File: config.mk
export PLATFORM = sky130hd
export DESIGN_NAME = vga_mode_ctrl
export DESIGN_NICKNAME = d
export VERILOG_FILES = /design/src/rtl/vga_pkg.sv /design/src/rtl/key_debounce.sv /design/src/rtl/vga_mode_ctrl.sv
export SDC_FILE = /design/constraint.sdc
export NUM_CORES = 1
export LEC_CHECK = 0
export BUFFER_PORTS_ARGS = -buffer_cell sky130_fd_sc_hd__buf_2
export CELL_PAD_IN_SITES_DETAIL_PLACEMENT = 2
export CELL_PAD_IN_SITES_GLOBAL_PLACEMENT = 2
export CORE_ASPECT_RATIO = 0.6
export CORE_MARGIN = 2
export CORE_UTILIZATION = 40
export CTS_BUF_LIST = sky130_fd_sc_hd__clkbuf_4 sky130_fd_sc_hd__clkbuf_8
export DETAILED_ROUTE_END_ITERATION = 12
export PLACE_DENSITY_LB_ADDON = 0.15
export SLEW_MARGIN = 20
export SYNTH_ARGS = -nofsm -noshare
export SYNTH_HDL_FRONTEND = slang
export SYNTH_SLANG_ARGS = --single-unit
export TNS_END_PERCENT = 30
File: constraint.sdc
create_clock -name ck -period 3.46 [get_ports ck]
set_input_delay 0.692 -clock ck [delete_from_list [all_inputs] [get_ports ck]]
set_output_delay 0.692 -clock ck [all_outputs]
set_load 0.02 [all_outputs]
File: src/rtl/vga_pkg.sv
// Shared constants and FSM encoding for the VGA mode controller.
package vga_pkg;

    localparam int KEY_W = 10;

    localparam logic [3:0] MODE_BARS  = 4'd8;
    localparam logic [3:0] MODE_BLINK = 4'd9;

    typedef enum logic {
        ST_IDLE = 1'b0,
        ST_PEND = 1'b1
    } state_t;

    // Index of the lowest set bit; zero when nothing is set.
    function automatic logic [3:0] lowest_set(input logic [KEY_W-1:0] v);
        logic [3:0] idx;
        idx = '0;
        for (int i = KEY_W - 1; i >= 0; i--) begin
            if (v[i]) begin
                idx = 4'(i);
            end
        end
        return idx;
    endfunction

endpackage

File: src/rtl/key_debounce.sv
// Two-flop synchronizer followed by a whole-vector debouncer: any change
// restarts the count, and the vector is accepted once it has held still.
module key_debounce
    import vga_pkg::*;
#(
    parameter int DEB_CYCLES = 250000
) (
    input  logic             ck,
    input  logic             rst,
    input  logic [KEY_W-1:0] key_in,
    output logic [KEY_W-1:0] stable
);

    localparam int            CW      = $clog2(DEB_CYCLES + 1);
    localparam logic [CW-1:0] CNT_MAX = CW'(DEB_CYCLES - 1);

    logic [KEY_W-1:0] sync1;
    logic [KEY_W-1:0] sync2;
    logic [KEY_W-1:0] sample_d;
    logic [CW-1:0]    cnt;
    logic [CW-1:0]    cnt_next;

    always_comb begin
        cnt_next = cnt;
        if (sync2 != sample_d) begin
            cnt_next = '0;
        end else if (cnt != CNT_MAX) begin
            cnt_next = cnt + 1'b1;
        end
    end

    // The sample is accepted on the same edge the counter reaches its limit.
    always_ff @(posedge ck) begin
        if (rst) begin
            sync1    <= '0;
            sync2    <= '0;
            sample_d <= '0;
            cnt      <= '0;
            stable   <= '0;
        end else begin
            sync1    <= key_in;
            sync2    <= sync1;
            sample_d <= sync2;
            cnt      <= cnt_next;
            if ((sync2 == sample_d) && (cnt_next == CNT_MAX)) begin
                stable <= sync2;
            end
        end
    end

endmodule

File: src/rtl/vga_mode_ctrl.sv
// Push-button display-mode selector: debounced presses request a mode that is
// applied only at a frame boundary; pixel colour is generated from the mode.
module vga_mode_ctrl
    import vga_pkg::*;
#(
    parameter int DEB_CYCLES = 250000
) (
    input  logic       ck,
    input  logic       rst,
    input  logic [9:0] key,
    input  logic       hvalid,
    input  logic       vvalid,
    output logic       r,
    output logic       g,
    output logic       b,
    output logic [3:0] mode,
    output logic       pending
);

    logic [KEY_W-1:0] stable;
    logic [KEY_W-1:0] stable_d;
    logic [KEY_W-1:0] press_vec;
    logic             press;
    logic [3:0]       press_idx;

    logic             hv_d;
    logic             vv_d;
    logic             boundary;

    state_t           state;
    state_t           state_next;
    logic [3:0]       req;
    logic [3:0]       req_next;
    logic [3:0]       mode_next;

    logic [9:0]       x;
    logic [9:0]       y;
    logic [5:0]       frame_cnt;
    logic [2:0]       colour;
    logic [2:0]       rgb;

    key_debounce #(
        .DEB_CYCLES(DEB_CYCLES)
    ) u_key_debounce (
        .ck     (ck),
        .rst    (rst),
        .key_in (key),
        .stable (stable)
    );

    assign press_vec = stable & ~stable_d;
    assign press     = |press_vec;
    assign press_idx = lowest_set(press_vec);
    assign boundary  = vv_d & ~vvalid;

    always_ff @(posedge ck) begin
        if (rst) begin
            stable_d <= '0;
            hv_d     <= 1'b0;
            vv_d     <= 1'b0;
        end else begin
            stable_d <= stable;
            hv_d     <= hvalid;
            vv_d     <= vvalid;
        end
    end

    always_ff @(posedge ck) begin
        if (rst) begin
            state <= ST_IDLE;
            req   <= '0;
            mode  <= '0;
        end else begin
            state <= state_next;
            req   <= req_next;
            mode  <= mode_next;
        end
    end

    // A press on the boundary cycle while idle only arms the request, so the
    // frame that is starting keeps one mode from its first pixel.
    always_comb begin
        state_next = state;
        req_next   = req;
        mode_next  = mode;
        case (state)
            ST_IDLE: begin
                if (press) begin
                    state_next = ST_PEND;
                    req_next   = press_idx;
                end
            end
            ST_PEND: begin
                if (boundary) begin
                    mode_next  = press ? press_idx : req;
                    state_next = ST_IDLE;
                end else if (press) begin
                    req_next = press_idx;
                end
            end
            default: state_next = ST_IDLE;
        endcase
    end

    assign pending = (state == ST_PEND);

    always_ff @(posedge ck) begin
        if (rst) begin
            x         <= '0;
            y         <= '0;
            frame_cnt <= '0;
        end else begin
            x <= hvalid ? x + 10'd1 : 10'd0;
            if (!vvalid) begin
                y <= '0;
            end else if (hv_d && !hvalid) begin
                y <= y + 10'd1;
            end
            if (boundary) begin
                frame_cnt <= frame_cnt + 6'd1;
            end
        end
    end

    always_comb begin
        colour = mode[2:0];
        case (mode)
            MODE_BARS:  colour = x[6:4];
            MODE_BLINK: colour = frame_cnt[5] ? 3'b000 : 3'b111;
            default:    colour = mode[2:0];
        endcase
    end

    always_ff @(posedge ck) begin
        if (rst) begin
            rgb <= '0;
        end else if (hvalid && vvalid) begin
            rgb <= colour;
        end else begin
            rgb <= '0;
        end
    end

    assign r = rgb[2];
    assign g = rgb[1];
    assign b = rgb[0];

endmodule

==> reports/qor.yml <==
status: "finished clean"
drcViolationCount: 0
syn2layout_area_growth_pct: 10.9
worstPathRequired_ps: 3720
final_nets: 414
syn-num-nets: 395
drt_pass1_iterations: 4
synth-compound-area-share_pct: 5.58
max_freq_mhz: 317
htree_levels: 3
routed_wl_um: 8610
antennaDiodeCount: 0
synth_seq_cells: 94
layout.cells.most_common: "dfxtp_1"
power.total_w: 0.00193
cts_buffers: 9
swShare_pct: 22.5
antenna_found_initial: 0
syn_avg_cell_area_um2: 9.68
clock-root-buffer: "clkbuf_8"
cts.sinks: 94
drt_iter0_markers: 118
arrival_ps: 3410
post-route-util_pct: 46.7
rsz0062_at_grt: "no"
yosysUniqueCellTypes: 44
p_leak_nw: 1.57
clock_path_buffers: 2
viasPerCell: 5.05
r2r_start: "u_key_debounce.cnt[0]$_SDFF_PP0_"
post-route-min-period_ps: 3160
grt_pass1_vias: 2779
hold_viol: 0
clock_skew_ps: 14.2
ant_nets: 0
hold_end: "u_key_debounce.sync2[2]$_SDFF_PP0_"
synthesis.area_mm2: 0.00366
sequentialPowerShare_pct: 57.4
die_height_um: 78.1
slew_headroom_pct: 49.0
synthArstFlopShare_pct: 0
finalInstanceArea_mm2: 0.00406
seq_area_frac_synth_pct: 51.5
crit_type: "reg2reg"
track_usage_pct: 19.3
die_area_mm2: 0.00995
grt_max_degree: 60
cts_tree: "done"
initial_core_util_pct: 42.1
clockPowerShare_pct: 39.5
syn-instance-count: 378
synth-xor-area-share_pct: 8.62
final.setup.tns_ps: 0
irDropWorstVdd_v: 0.000283
grt_pass1_wl_um: 14600
min_path_type: "reg2reg"
final_cell_mix: "dfxtp_1 (94), nor2b_1 (50), nor2_1 (43)"
cts_resized: 0
core_area_mm2: 0.00869
rows: 26
synthAdderAreaFrac_pct: 1.03
synth_edf_count: 0
min_from: "u_key_debounce.sync1[2]$_SDFF_PP0_"
critical_path.slowest_cell: "or4_1"
endpoint_kind: "flip-flop"
grt-ovfl-total: 0
synth_area_leaders: "dfxtp_1 (51%), nor2b_1 (8.6%), xnor2_1 (4.8%)"
min_path_cells: 1
start_kind: "flip-flop"
powerDensity_mw_per_mm2: 476
worst_slack_ps: 304
synthMuxAreaShare_pct: 4.93
yosys_warnings: 0
r2r_slack_ps: 300
fin_crit_sh_pct: 91.2
synthSimpleGateAreaFrac_pct: 25.9
drv_cap: 0
maxSlewViolCount: 0
drive_above_1_share_pct: 13.5
p_int_w: 0.00150
rr_worst_depth: 8
gp_congestion: 0.829
r2r-end: "u_key_debounce.stable[9]$_SDFFE_PP0P_"
wl_per_cell_um: 16.8
critPathMaxFanout: 10
die_x_um: 127
crit_top_cell: "nand3_1"
ctsHoldBuffers: 0
tightest_slew_ps: 765
io_pins: 22
dpl_cell_area_mm2: 0.00385
synth_top_area_share_pct: 51.5
num_vias: 2589
combPwrFrac_pct: 3.1
clkTransAtPathRegs_ps: 80
synth_top_family_by_area: "simple AND/OR/NAND/NOR gates"
synth_flop_cell: "dfxtp_1"
hpwl_um: 6280
pre_cts_ws_ps: 373
synth_top_cell_by_area: "dfxtp_1"
setup_viol: 0
clk_latency_ps: 380
worstPathCellList: "ha_1, nand3_1, nor3_2, and4_1, xor2_1, nand3_1, or4_1, mux2_4"
cts_setup_buffers: 0
io_buffers: 21
slowest_delay_ps: 730
p_sw_w: 0.000433
## critical path, delay by kind of cell (launching register included)
| kind | cells | cell delay, ps |
|---|---|---|
| flip-flops | 1 | 460 |
| adder cells (fa/ha/maj) | 1 | 290 |
| XOR/XNOR | 1 | 200 |
| AND/OR/NAND/NOR | 5 | 1690 |
| multiplexers | 1 | 400 |
## kinds of logic (layout without fill, tap and decap cells)
logic type,count (synthesis),after routing
AOI/OAI and AO/OA,36,36
xor gates and xnor gates,36,36
and+or+nand+nor,174,174
adders and majority gates,3,3
DFF,94,94
buffers and inverters,22,45
muxes,13,13
## per-stage QoR
stage,instances,hold WS (ps)
floorplan,378,414
global placement,498,423
detailed placement,498,434
CTS,513,455
global route,513,468
finish,513,447
## flip-flops by register name, indices dropped and copies added (netlist names)
signal	cells
u_key_debounce.cnt	18
x	7
stable_d	10
pending	1
vv_d	1
u_key_debounce.sync1	10
u_key_debounce.sync2	10
u_key_debounce.stable	10
rgb	3
req	4
u_key_debounce.sample_d	10
frame_cnt	6
mode	4
## layout make-up
class / instances / area (um^2)
Multi-Input combinational cell: 262 / 1690
Sequential cell: 94 / 1880
Inverter: 8 / 30.0
Fill cell: 939 / 4630
Clock inverter: 4 / 53.8
Clock buffer: 11 / 151
Timing Repair Buffer: 22 / 113
Tap cell: 112 / 140
## power by group through the flow
stage | Sequential [W] | Combinational [W] | Clock (W)
6_report | 0.00111 | 0.0000598 | 0.000761
5_1_grt | 0.00111 | 0.0000681 | 0.000830
4_1_cts | 0.00111 | 0.0000618 | 0.000789
3_5_place_dp | 0.00113 | 0.0000608 | 0
3_3_place_gp | 0.00113 | 0.0000572 | 0
2_1_floorplan | 0.00113 | 0.0000405 | 0
## how the worst max path moves through the flow
| stage | startpoint | end | slack (ps) |
|---|---|---|---|
| 2_1_floorplan | u_key_debounce.cnt[0]$_SDFF_PP0_ | u_key_debounce.stable[0]$_SDFFE_PP0P_ | 930 |
| 5_1_grt | u_key_debounce.cnt[0]$_SDFF_PP0_ | u_key_debounce.stable[7]$_SDFFE_PP0P_ | 100 |
| 4_1_cts | u_key_debounce.cnt[0]$_SDFF_PP0_ | u_key_debounce.stable[9]$_SDFFE_PP0P_ | 340 |
| 3_5_place_dp | u_key_debounce.cnt[0]$_SDFF_PP0_ | u_key_debounce.stable[9]$_SDFFE_PP0P_ | 370 |
| 6_report | u_key_debounce.cnt[0]$_SDFF_PP0_ | u_key_debounce.stable[9]$_SDFFE_PP0P_ | 300 |
| 3_3_place_gp | u_key_debounce.cnt[0]$_SDFF_PP0_ | u_key_debounce.stable[0]$_SDFFE_PP0P_ | 520 |
## Yosys cell counts, drive strengths merged (6+ instances only)
library cell  count
a21oi            16
clkbuf           13
dfxtp            94
inv               8
mux2             10
nand2            23
nand2b            8
nand3            14
nand4             9
nor2             43
nor2b            50
nor3              6
o21ai            11
xnor2            20
xor2             16
## layer usage
layer	track usage (%)	vias up	wire length, um
met2	28.0	28	3520
li1	-	1289	-
met1	27.6	1262	4740
met4	6.04	0	85
met3	5.73	10	264
met5	0	-	0
No activity file was read; power rests on OpenSTA's default activity.
